===== src/rtl/ws2812_pkg.sv =====
// ws2812_pkg: shared types and helpers for the WS2812 receive path.
// Holds the pixel word type, the decoder state encoding and the
// nanosecond-to-cycle conversion used for every timing constant.
package ws2812_pkg;

    localparam int WS2812_BITS = 24;

    // One pixel word, GRB order, MSB first on the wire.
    typedef logic [WS2812_BITS-1:0] pixel_t;

    typedef enum logic [1:0] {
        IDLE  = 2'd0,
        HIGH  = 2'd1,
        LOW   = 2'd2,
        STUCK = 2'd3
    } state_t;

    // Cycles covered by a duration in ns, truncated.
    function automatic int ns2cyc(input int ns, input int clk_hz);
        return (ns * (clk_hz / 1_000_000)) / 1000;
    endfunction

endpackage


===== src/rtl/ws2812_sync.sv =====
// ws2812_sync: two-flop synchronizer for an asynchronous line plus
// single-cycle rise/fall strobes taken from the synchronized value.
// The flops carry no reset on purpose: they keep following the line
// through a reset, so a level already present at reset release never
// shows up as a fresh edge.
module ws2812_sync (
    input  logic clk,
    input  logic d,
    output logic q,
    output logic rise,
    output logic fall
);

    logic [1:0] sync_reg;
    logic       prev_reg;

    // Metastability chain and one-cycle history for edge detection.
    always_ff @(posedge clk) begin
        sync_reg <= {sync_reg[0], d};
        prev_reg <= sync_reg[1];
    end

    assign q    = sync_reg[1];
    assign rise = sync_reg[1] & ~prev_reg;
    assign fall = ~sync_reg[1] & prev_reg;

endmodule


===== src/rtl/ws2812_rx.sv =====
// ws2812_rx: WS2812 single-wire pixel receiver.
// Classifies each high pulse by width, assembles 24-bit GRB words,
// detects the low reset gap (latch) and flags protocol errors.
// Build option WS2812_RX_FWD_EN: when defined, the first pixel of a frame
// is kept and the rest of the stream is forwarded on dout for a
// daisy-chained pixel; when undefined, dout is 0 and every further
// 24 bits produce another pixel_valid (whole-frame stream decoder).
module ws2812_rx
    import ws2812_pkg::*;
#(
    parameter int CLK_HZ        = 100_000_000,
    parameter int BIT_THRESH_NS = 625,
    parameter int MIN_HIGH_NS   = 150,
    parameter int RESET_NS      = 50_000
) (
    input  logic   ACLK,
    input  logic   ARESET,
    input  logic   din,
    output logic   dout,
    output pixel_t pixel_data,
    output logic   pixel_valid,
    output logic   latch,
    output logic   frame_err
);

    localparam int THRESH   = ns2cyc(BIT_THRESH_NS, CLK_HZ);
    localparam int MIN_HIGH = ns2cyc(MIN_HIGH_NS, CLK_HZ);
    localparam int RST      = ns2cyc(RESET_NS, CLK_HZ);
    localparam int CW       = $clog2(RST + 1);
    localparam int BW       = $clog2(WS2812_BITS + 1);

    localparam logic [CW-1:0] THRESH_C   = CW'(THRESH);
    localparam logic [CW-1:0] MIN_HIGH_C = CW'(MIN_HIGH);
    localparam logic [CW-1:0] RST_C      = CW'(RST);
    localparam logic [CW-1:0] ONE_C      = CW'(1);
    localparam logic [BW-1:0] LAST_BIT   = BW'(WS2812_BITS - 1);

    localparam logic [1:0] ST_IDLE  = IDLE;
    localparam logic [1:0] ST_HIGH  = HIGH;
    localparam logic [1:0] ST_LOW   = LOW;
    localparam logic [1:0] ST_STUCK = STUCK;

    logic          din_s, din_rise, din_fall;
    logic [1:0]    state_reg, state_next;
    logic [CW-1:0] cnt_reg, cnt_next, cnt_inc;
    logic [BW-1:0] bit_cnt_reg, bit_cnt_next;
    pixel_t        shift_reg, shift_next, shifted;
    pixel_t        pixel_data_reg, pixel_data_next;
    logic          pixel_valid_reg, pixel_valid_next;
    logic          latch_reg, latch_next;
    logic          frame_err_reg, frame_err_next;
    logic          fwd_reg;

    ws2812_sync u_sync (
        .clk  (ACLK),
        .d    (din),
        .q    (din_s),
        .rise (din_rise),
        .fall (din_fall)
    );

    // Width counter never wraps; it holds at the reset-gap length.
    assign cnt_inc = (cnt_reg == RST_C) ? cnt_reg : cnt_reg + ONE_C;
    assign shifted = {shift_reg[WS2812_BITS-2:0], (cnt_reg >= THRESH_C)};

    // Pulse-width decoder: next state, counters and event strobes.
    always_comb begin
        state_next       = state_reg;
        cnt_next         = cnt_reg;
        bit_cnt_next     = bit_cnt_reg;
        shift_next       = shift_reg;
        pixel_data_next  = pixel_data_reg;
        pixel_valid_next = 1'b0;
        latch_next       = 1'b0;
        frame_err_next   = 1'b0;
        case (state_reg)
            ST_IDLE: begin
                if (din_rise) begin
                    state_next = ST_HIGH;
                    cnt_next   = ONE_C;
                end
            end
            ST_HIGH: begin
                if (din_fall) begin
                    state_next = ST_LOW;
                    cnt_next   = ONE_C;
                    // Glitches are dropped; while forwarding, bits are not ours.
                    if (cnt_reg >= MIN_HIGH_C && !fwd_reg) begin
                        shift_next = shifted;
                        if (bit_cnt_reg == LAST_BIT) begin
                            pixel_data_next  = shifted;
                            pixel_valid_next = 1'b1;
                            bit_cnt_next     = '0;
                        end else begin
                            bit_cnt_next = bit_cnt_reg + 1'b1;
                        end
                    end
                end else if (cnt_inc == RST_C) begin
                    state_next     = ST_STUCK;
                    cnt_next       = cnt_inc;
                    frame_err_next = 1'b1;
                    bit_cnt_next   = '0;
                end else begin
                    cnt_next = cnt_inc;
                end
            end
            ST_LOW: begin
                // In LOW any high sample is a rising edge.
                if (din_s) begin
                    state_next = ST_HIGH;
                    cnt_next   = ONE_C;
                end else if (cnt_inc == RST_C) begin
                    state_next     = ST_IDLE;
                    cnt_next       = '0;
                    latch_next     = 1'b1;
                    frame_err_next = (bit_cnt_reg != '0);
                    bit_cnt_next   = '0;
                end else begin
                    cnt_next = cnt_inc;
                end
            end
            ST_STUCK: begin
                if (din_fall) begin
                    state_next = ST_IDLE;
                    cnt_next   = '0;
                end
            end
            default: begin
                state_next = ST_IDLE;
                cnt_next   = '0;
            end
        endcase
    end

    // Decoder state and registered outputs; reset overrides every event.
    always_ff @(posedge ACLK) begin
        if (ARESET) begin
            state_reg       <= ST_IDLE;
            cnt_reg         <= '0;
            bit_cnt_reg     <= '0;
            shift_reg       <= '0;
            pixel_data_reg  <= '0;
            pixel_valid_reg <= 1'b0;
            latch_reg       <= 1'b0;
            frame_err_reg   <= 1'b0;
        end else begin
            state_reg       <= state_next;
            cnt_reg         <= cnt_next;
            bit_cnt_reg     <= bit_cnt_next;
            shift_reg       <= shift_next;
            pixel_data_reg  <= pixel_data_next;
            pixel_valid_reg <= pixel_valid_next;
            latch_reg       <= latch_next;
            frame_err_reg   <= frame_err_next;
        end
    end

`ifdef WS2812_RX_FWD_EN
    logic dout_reg;

    // Forward flag: set once our own pixel is captured, cleared at frame end or stuck line.
    always_ff @(posedge ACLK) begin
        if (ARESET) begin
            fwd_reg <= 1'b0;
        end else if (pixel_valid_next) begin
            fwd_reg <= 1'b1;
        end else if (latch_next || frame_err_next) begin
            fwd_reg <= 1'b0;
        end
    end

    // Downstream copy of the synchronized line while forwarding.
    always_ff @(posedge ACLK) begin
        if (ARESET) begin
            dout_reg <= 1'b0;
        end else begin
            dout_reg <= fwd_reg ? din_s : 1'b0;
        end
    end

    assign dout = dout_reg;
`else
    assign fwd_reg = 1'b0;
    assign dout    = 1'b0;
`endif

    assign pixel_data  = pixel_data_reg;
    assign pixel_valid = pixel_valid_reg;
    assign latch       = latch_reg;
    assign frame_err   = frame_err_reg;

endmodule


===== config.mk =====
export PLATFORM = sky130hd
export DESIGN_NAME = ws2812_rx
export DESIGN_NICKNAME = d
export VERILOG_FILES = /design/src/rtl/ws2812_pkg.sv /design/src/rtl/ws2812_sync.sv /design/src/rtl/ws2812_rx.sv
export SDC_FILE = /design/constraint.sdc
export NUM_CORES = 1
export LEC_CHECK = 0
export CELL_PAD_IN_SITES_DETAIL_PLACEMENT = 1
export CELL_PAD_IN_SITES_GLOBAL_PLACEMENT = 2
export CORE_MARGIN = 5
export CORE_UTILIZATION = 36
export DETAILED_ROUTE_END_ITERATION = 8
export PLACE_DENSITY_LB_ADDON = 0.08
export SLEW_MARGIN = 20
export SYNTH_ARGS = -nofsm -noshare
export SYNTH_HDL_FRONTEND = slang
export SYNTH_HIERARCHICAL = 1
export SYNTH_SLANG_ARGS = --single-unit

===== constraint.sdc =====
create_clock -name ACLK -period 4.7 [get_ports ACLK]
set_input_delay 0.94 -clock ACLK [delete_from_list [all_inputs] [get_ports ACLK]]
set_output_delay 0.94 -clock ACLK [all_outputs]
set_load 0.05 [all_outputs]

; ---- Word-level counts from Yosys, hierarchy flattened
; Index checks and enable logic that the tools add are counted.
[op_classes]
addsub = 2
magnitude_cmp = 2
eq_ne = 12
mux = 26
bitwise_logic = 8
reduce_logical = 10
[ops]
columns = cell, n
row1 = 13-bit 2-to-1 mux, 6
row2 = 13-bit one-hot mux with 4 select lines, 1
row3 = "13-bit == test, second input constant", 2
row4 = 5-bit 2-to-1 mux, 5
row5 = "13-bit by 1-bit adder with 13-bit output, second input constant", 1
row6 = "13-bit by 4-bit >= comparator with 1-bit output, second input constant", 1
row7 = "13-bit by 6-bit >= comparator with 1-bit output, second input constant", 1
row8 = 2-bit 2-to-1 mux, 6
row9 = 5-bit one-hot mux with 2 select lines, 1
row10 = 2-bit one-hot mux with 4 select lines, 1
row11 = 4-bit AND reduction, 2
row12 = "2-bit inequality test, second input constant", 3
row13 = "3-bit inequality test, second input constant", 2
row14 = 1-bit inverter, 6
row15 = 3-bit AND reduction, 2
row16 = "5-bit by 1-bit adder with 5-bit output, second input constant", 1
row17 = "5-bit == test, second input constant", 1
row18 = 1-bit 2-to-1 mux, 5
row19 = 5-bit nonzero test, 1
row20 = "2-bit == test, second input constant", 2
row21 = 4-bit OR reduction, 1
row22 = "3-bit by 2-bit inequality test with 1-bit output, second input constant", 1
row23 = 3-bit OR reduction, 1
row24 = 1-bit AND, 2
row25 = other kinds (5), 5
[word_totals]
reg_bits = 73
in_bits = 3
output_inout_bits = 28
wordCells = 70

; ---- Logic depth before layout (Yosys ltp)
; Gate-level depths: netlist (run 1).
[depth]
word_depth = 6
depth_mapped = 11
ltp_nobuf = 9

; ---- By module
; The synthesis (run 1) kept the hierarchy.
[by_module_without_submodules]
columns = mod, instances, cells_per_inst, area_each_um2, seq_area_each_um2
row1 = ws2812_rx, 1, 416, 3225.6, 1401.3
row2 = ws2812_sync, 1, 5, 75.1, 60.1

; ---- Least setup slack after synthesis (run 1)
; OpenSTA, ideal clock, no wires.
[synth_path]
path_kind = reg-to-reg
start = register cnt_reg[1]
end = register cnt_reg[9]
setup_time_ps = 122
t_arrival_ps = 2364
required_ps = 4578
slack_ps = 2214
stages_incl_launch_ff = 9
n_path_buf = 1
period_less_slack_ps = 2486
cell_sequence = dfxtp_1 > ha_1 > nand3_4 > nor3_1 > mux2i_1 > nand2_1 > o41a_1 > buf_6 > a221o_1
[synth_via]
elab_chain_len = 6
word_cells_on_any_way = 8
classes_between = add/sub (1) / eq/ne (2) / mux (5)
[synth_lines]
columns = element, line
row1 = from (decl), ws2812_rx.sv:45  ; logic [CW-1:0] cnt_reg, cnt_next, cnt_inc;
row2 = from (signal assigned), ws2812_rx.sv:148  ; cnt_reg <= cnt_next;
row3 = 13-bit by 1-bit adder with 13-bit output / 13-bit == test (equally long branches), ws2812_rx.sv:63  ; assign cnt_inc = (cnt_reg == RST_C) ? cnt_reg : cnt_reg + ONE_C;
row4 = 13-bit 2-to-1 mux *, ws2812_rx.sv:63
row5 = 13-bit == test, ws2812_rx.sv:112  ; end else if (cnt_inc == RST_C) begin
row6 = 13-bit 2-to-1 mux, ws2812_rx.sv:112
row7 = 13-bit 2-to-1 mux, ws2812_rx.sv:109  ; if (din_s) begin
row8 = 13-bit one-hot mux with 4 select lines *, ws2812_rx.sv:76  ; case (state_reg)
; Mark *: on every way between the ends. The rest lies on a longest branch, timed or not.
; A chain may end at the register's enable or synchronous reset.

; ---- Worst setup path after layout (run 1)
[layout_path]
start = register cnt_reg[0]
end = register bit_cnt_reg[2]
[layout_via]
elab_chain_len = 6
word_cells_on_any_way = 11
classes_between = add/sub (1) / order compare (1) / eq/ne (3) / mux (5) / reduce/logical (1)
[layout_lines]
columns = element, line
row1 = 13-bit by 1-bit adder with 13-bit output / 13-bit == test (equally long branches), ws2812_rx.sv:63
row2 = 13-bit 2-to-1 mux, ws2812_rx.sv:63
row3 = 13-bit == test, "ws2812_rx.sv:98, ws2812_rx.sv:112"
row4 = 5-bit 2-to-1 mux, --
row5 = 5-bit 2-to-1 mux (on tied branches), --
row6 = 5-bit one-hot mux with 2 select lines, --
row7 = to (signal assigned), ws2812_rx.sv:149  ; bit_cnt_reg <= bit_cnt_next;
row8 = to (decl), ws2812_rx.sv:46  ; logic [BW-1:0] bit_cnt_reg, bit_cnt_next;
; Parallel ways exist; a longest one is shown, timed or not. The select of a mux whose other input is x is not followed.

==> summary.md, run 1 <==
| Metric | Value |
|---|---|
| Predominant post-synthesis flop cell | `dfxtp_1` |
| Asr flop ratio synth | `0%` |
| Synth Area in XOR/XNOR | `1.29%` |
| CTS clk-pin slew, worst paths | `roughly 0.09 ns` |
| Synth Area in Simple Gates | `between 20% and 30%` |
| CTS tree | `built` |
| Worst skew pair latency | `0.34 ns` |
| Initial antenna violation count | `0` |
| Final hold violations | `0` |
| Initial Util | `roughly 36%` |
| Critical path data arrival time | `approximately 3.3 ns` |
| Critical Path Source Type | `register` |
| Status | `finished clean` |
| Gr usage total | `15.8%` |
| DP HPWL | `roughly 5.7 mm` |
| Net count after synthesis | `433` |
| Most frequent cell after synthesis | `nand2_1` |
| Root buf cell | `clkbuf_8` |
| Mux contribution to synthesized area | `0.607%` |
| FMAX | `around 320 MHz` |
| Via Count | `approximately 2,900` |
| Sinks on Clock Net | `between 70 and 80` |
| Post-CTS Setup Bufs | `0` |
| Detail Route Antenna Nets | `0` |
| Worst Hold Class | `register to register` |
| Num rows | `35` |
| #FFs+latches synth | `73` |
| TNS Setup | `0 ns` |
| Nets | `453` |
| EDFF count, synth | `0` |
| Crit path required time | `just under 5 ns` |
| Compound-Gate Fraction of Synth Area | `roughly 17%` |
| # setup viols final | `0` |
| Synth unique cells | `56` |
| Core Util, Final | `a little over two fifths` |
| DR WL/cell | `between 15 and 20 um` |
| Vias per inst | `5.12` |
| Slew Limit Fails | `0` |
| Synth cell count leaders | `119 x nand2_1, 73 x dfxtp_1, 60 x a21oi_1` |
| RSZ-0062 raised after global routing | `false` |
| Largest family of logic cells by synthesized area | `simple AND/OR/NAND/NOR gates` |
| Largest area contributor in the netlist | `dfxtp_1` |
| Slew at the pin closest to its max-slew limit | `between 0.8 and 0.9 ns` |
| Fin crit period | `between 3 and 4 ns` |
| Top-area cell type share of the netlist area | `44.3%` |
| Synth warnings | `6` |
| Drt initial violations | `71` |
| Clock Path Buffers | `2` |
| Crit. End Element | `register` |
| Synthesized area per cell | `7.84 sq um` |
| Post-Syn Area | `around 0.0033 sq mm` |
| Synth top area cells | `dfxtp_1 44%, nand2_1 14%, a21oi_1 9.1%, ha_1 3.4%, nor2_1 2.7%` |
| Die area | `around 0.011 sq mm` |
| Worst-path fanout max | `9` |
| Sequential-to-total area share from yosys stat | `between 40% and 50%` |
| N_diodes | `0` |
| Vias in the first global route | `2,909` |
| GR Overflow Total | `0` |
| Post-route DRC | `0` |
| Share of cells above drive strength 1 | `under 10%` |
| Chip width | `between 100 and 150 um` |
| Pre-antenna DRT Iters | `4` |
| Layout area overhead | `15.6%` |
| Largest net degree at the start of global routing | `between 60 and 70` |
| Max cap viols | `0` |
| Post-cts repair resize count | `0` |
| Num ports | `31` |
| PD cells | `approximately 340 mW/mm^2` |
| I/O Buffers | `29` |
| Worst setup path class | `register to register` |
| Final wirelength | `~8.4 mm` |
| First-pass GRT wire length | `about 14 mm` |
| Gpl congestion | `0.873` |
| Max FFs per register | `24` |
| Post-Synth Adder-Cell Area | `about 3.4%` |
| Static leakage | `0.00130 uW` |
| Number of buffers created by CTS | `9` |
| CORE AREA | `0.00911 sq mm` |
| Slew margin rel. | `a little over two fifths` |
| Cells after Synth | `approximately 420` |
| Die H | `106 um` |
| Hold-fix buffers at CTS | `0` |
| Tcrit/Tclk final | `between 60% and 70%` |
| Worst vdd ir | `0.000128 V` |
| Worst clock skew | `0.0125 ns` |
| CTS H-tree depth | `3` |
cells in the final DEF (no fill, tap or decap), types with 2 or more instances in the layout:
cell type / synthesis / final
nand4_2: 2 / 2
a21oi_1: 60 / 60
nor4_1: 2 / 2
nand2_1: 119 / 119
o21ai_0: 4 / 4
nor2b_1: 3 / 3
a211oi_1: 3 / 3
a31oi_1: 9 / 9
or3_1: 4 / 4
clkdlybuf4s50_1: 0 / 28
ha_1: 9 / 9
o21bai_1: 2 / 2
xnor2_1: 2 / 2
nor4b_1: 2 / 2
clkbuf_8: 0 / 10
mux2i_1: 2 / 2
and3_1: 2 / 2
dfxtp_1: 73 / 73
nor2_1: 24 / 24
nand3_1: 9 / 9
o21ai_1: 3 / 3
nor3_1: 12 / 12
and2_1: 2 / 2
and4b_1: 2 / 2
inv_1: 11 / 11
buf_4: 3 / 4
inv_6: 0 / 2
nand2b_1: 8 / 8
cells by family after synthesis:
| group | count (synthesis) |
|---|---|
| buf+inv | 35 |
| mux | 2 |
| flops | 73 |
| other cells | 1 |
| simple gates | 202 |
| compound gates | 95 |
| fa+ha+maj | 9 |
| xor+xnor | 4 |
metal layers:
| layer | routed length (um) | global-route usage [%] |
|---|---|---|
| met2 | 3720 | 24.5 |
| met4 | 93 | 5.09 |
| met3 | 160 | 2.76 |
| met1 | 4410 | 22.1 |
| met5 | 0 | 0 |
final timing paths:
path | from | end | slack (ns) | cells after the start
setup reg to reg | cnt_reg[0] | bit_cnt_reg[2] | 1.60 | 8
hold / removal | u_sync/sync_reg[0] | u_sync/sync_reg[1] | 0.34 | 0
setup / recovery | cnt_reg[0] | bit_cnt_reg[2] | 1.60 | 8
hold reg to reg | u_sync/sync_reg[0] | u_sync/sync_reg[1] | 0.34 | 0
layout make-up:
| type | count | area, sq um |
|---|---|---|
| multi-input combinational | 313 | 1680 |
| clock inverter | 5 | 38.8 |
| inverter | 11 | 41.3 |
| tap | 111 | 139 |
| timing repair buffer | 33 | 315 |
| fill | 1126 | 5290 |
| sequential | 73 | 1460 |
| clock buffer | 11 | 141 |
per-stage QoR:
stage / cells / setup slack (ns) / hold slack, ns / area, sq um / total power [uW]
after floorplan: 421 / 2.21 / 0.310 / 3300 / 787
after global placement: 541 / 1.73 / 0.310 / 3640 / 834
after detailed placement: 541 / 1.64 / 0.322 / 3640 / 836
after CTS: 557 / 1.61 / 0.343 / 3820 / 1310
after global routing: 557 / 1.36 / 0.350 / 3820 / 1360
final: 557 / 1.60 / 0.337 / 3820 / 1280
worst max-delay path: stages, from the launching register on:
cell     delay, ns
dfxtp_1       0.53
ha_1          0.36
nand3_4       0.17
nor3_1        0.50
mux2i_1       0.29
inv_1         0.07
o41ai_1       0.74
o211a_1       0.26
nor3_1        0.04
where the power goes:
group	internal [uW]	total, uW	leakage, uW	switching (uW)
Combinational	62.8	175	0.000622	112
Sequential	629	647	0.000589	18.1
Clock	210	460	0.0000903	250
Note: power is estimated with default switching activity, not from simulation.
==> inputs of run 2 (changes only) <==
--- a/config.mk
+++ b/config.mk
@@ -8,7 +8,7 @@
 export CELL_PAD_IN_SITES_DETAIL_PLACEMENT = 1
 export CELL_PAD_IN_SITES_GLOBAL_PLACEMENT = 2
 export CORE_MARGIN = 5
-export CORE_UTILIZATION = 36
+export CORE_UTILIZATION = 33
 export DETAILED_ROUTE_END_ITERATION = 8
 export PLACE_DENSITY_LB_ADDON = 0.08
 export SLEW_MARGIN = 20
==> constraint.sdc (replaced) <==
create_clock -name ACLK -period 3.2 [get_ports ACLK]
set_input_delay 0.64 -clock ACLK [delete_from_list [all_inputs] [get_ports ACLK]]
set_output_delay 0.64 -clock ACLK [all_outputs]
set_load 0.05 [all_outputs]
==> run 2 against run 1 <==
Combinational power is 57% higher; register-to-register slack worse by 1.3 ns; critical path depth is 1 higher; sequential power is 45% higher; die area is 8.2% higher; critical path type unchanged; largest cell class unchanged; highest routed layer unchanged.
==> summary.md, run 2 (same netlist as run 1, synthesis figures left out) <==
| Metric | Value |
|---|---|
| Status | `finished clean` |
| Vias per inst | `around 5` |
| Final hold violations | `0` |
| Sinks on Clock Net | `73` |
| Via Count | `~3,000` |
| Register share of total power | `48.1%` |
| Slew margin rel. | `roughly three fifths` |
| Worst skew pair latency | `between 0.3 and 0.4 ns` |
| Root buf cell | `clkbuf_8` |
| Worst clock skew | `around 0.0074 ns` |
| DR WL/cell | `14.7 um` |
| GR Overflow Total | `0` |
| Switching part of the total | `roughly 28%` |
| Gpl congestion | `slightly below 0.8` |
| Num rows | `36` |
| Number of buffers created by CTS | `9` |
| # setup viols final | `0` |
| Post-CTS Setup Bufs | `0` |
| Commonest non-fill, non-tap cell in the layout | `nand2_1` |
| FMAX | `345 MHz` |
| Worst setup path class | `register to register` |
| Crit-path max cell delay | `slightly above 0.5 ns` |
| RSZ-0062 raised after global routing | `false` |
| Crit. End Element | `register` |
| Nets | `between 400 and 500` |
| Slew at the pin closest to its max-slew limit | `about 0.62 ns` |
| Filler instances | `~1,200` |
| Max cap viols | `0` |
| Num ports | `31` |
| Core Util, Final | `about two fifths` |
| Drt initial violations | `between 100 and 150` |
| Design Power | `around 1900 uW` |
| Slowest-stage cell, CP | `o41a_1` |
| Gr usage total | `about 15%` |
| Fin crit period | `2.90 ns` |
| Die area | `0.0121 sq mm` |
| Worst Hold Class | `register to register` |
| DP HPWL | `about 6 mm` |
| Die H | `110 um` |
| PD cells | `a little under 500 mW/mm^2` |
| Chip width | `between 100 and 150 um` |
| Commonest non-fill, non-tap cells in the layout | `119 x nand2_1, 73 x dfxtp_1, 60 x a21oi_1` |
| Initial Util | `33.8%` |
| First-pass GRT wire length | `14.5 mm` |
| Slew Limit Fails | `0` |
| Critical-path cell list | `ha_1, nand3_4, nor3_1, buf_4, mux2i_1, nand2_1, o41a_1, buf_4, a221o_1` |
| Clock share of power | `37.9%` |
| Tcrit/Tclk final | `90.7%` |
| Worst vdd ir | `~0.00017 V` |
| CORE AREA | `between 0.009 and 0.01 sq mm` |
| Share of cells above drive strength 1 | `7.93%` |
| Layout area overhead | `18.8%` |
| Vias in the first global route | `2,901` |
| Detail Route Antenna Nets | `0` |
| Crit path required time | `~3.4 ns` |
| Pre-antenna DRT Iters | `4` |
| Hold-fix buffers at CTS | `0` |
| CTS tree | `built` |
| Initial antenna violation count | `0` |
| N_diodes | `0` |
| CTS clk-pin slew, worst paths | `0.08 ns` |
| TNS Setup | `0 ns` |
| Comb power frac | `14.0%` |
| Largest net degree at the start of global routing | `between 50 and 60` |
| Critical path data arrival time | `approximately 3.1 ns` |
| Max FFs per register | `24` |
| CTS H-tree depth | `3` |
| Final wirelength | `8.60 mm` |
| I/O Buffers | `29` |
| Worst-path fanout max | `9` |
| Area occupied by registers | `between 0.001 and 0.0015 sq mm` |
| Multi-input gate area | `roughly 0.0017 sq mm` |
| Cell Int Power | `roughly 1400 uW` |
| Finished Layout Cells | `roughly 590` |
| Critical Path Most Common Cell | `buf_4` |
| Clock Path Buffers | `2` |
| Static leakage | `between 0.001 and 0.0015 uW` |
| Placed cells | `~570` |
| Critical Path Source Type | `register` |
| Psw | `roughly 540 uW` |
| Post-route DRC | `0` |
| Post-cts repair resize count | `0` |
| Hold Slack | `around 0.33 ns` |
-- run 2: cell count changes in the layout (fill, tap and decap cells not counted), sizes merged --
cell	delta
bufinv	+1
clkbuf	+1
clkinvlp	-1
clkinv	+1
buf	+8
inv	-2
-- run 2: cell type report --
cell class	count	area share, %
multi-input combinational	313	42.8
sequential	73	37.3
timing repair buffer	41	9.57
tap	133	4.24
clock buffer	12	3.70
clock inverter	4	1.34
inverter	11	1.05
-- run 2: power groups by stage --
stage | clock network [uW] | logic, uW | registers (uW)
2_1_floorplan | 0 | 201 | 955
3_3_place_gp | 0 | 273 | 959
3_5_place_dp | 0 | 274 | 960
4_1_cts | 776 | 277 | 938
5_1_grt | 816 | 304 | 941
6_report | 738 | 274 | 937
-- run 2: per-stage QoR --
stage | setup WS (ns) | instance area (sq um)
final | 0.298 | 3920
after global routing | 0.0569 | 3920
after CTS | 0.322 | 3920
after detailed placement | 0.346 | 3720
after global placement | 0.464 | 3720
after floorplan | 0.714 | 3300
-- run 2: worst paths after layout --
| kind | start | to | slack, ns | cells past startpoint |
|---|---|---|---|---|
| setup / recovery | cnt_reg[1] | cnt_reg[9] | 0.30 | 9 |
| setup reg to reg | cnt_reg[1] | cnt_reg[9] | 0.30 | 9 |
| hold reg to reg | u_sync/sync_reg[0] | u_sync/sync_reg[1] | 0.33 | 0 |
| hold / removal | u_sync/sync_reg[0] | u_sync/sync_reg[1] | 0.33 | 0 |
-- run 2: layer usage --
| metal | GRT usage, % | vias up | share of wire, % |
|---|---|---|---|
| met4 | 6.41 | 0 | 1.5 |
| met3 | 2.74 | 8 | 4.0 |
| met1 | 21.9 | 1383 | 50 |
| met5 | 0 | - | 0 |
| met2 | 22.5 | 45 | 45 |
| li1 | - | 1481 | - |
-- run 2: worst max-delay path: cells and delay by family (launching register included) --
kind | cells | cell delay, ns
flip-flops | 1 | 0.48
AO/OA/AOI/OAI | 2 | 0.83
adder cells (fa/ha/maj) | 1 | 0.37
multiplexers | 1 | 0.23
buffers and inverters | 2 | 0.36
AND/OR/NAND/NOR | 3 | 0.50
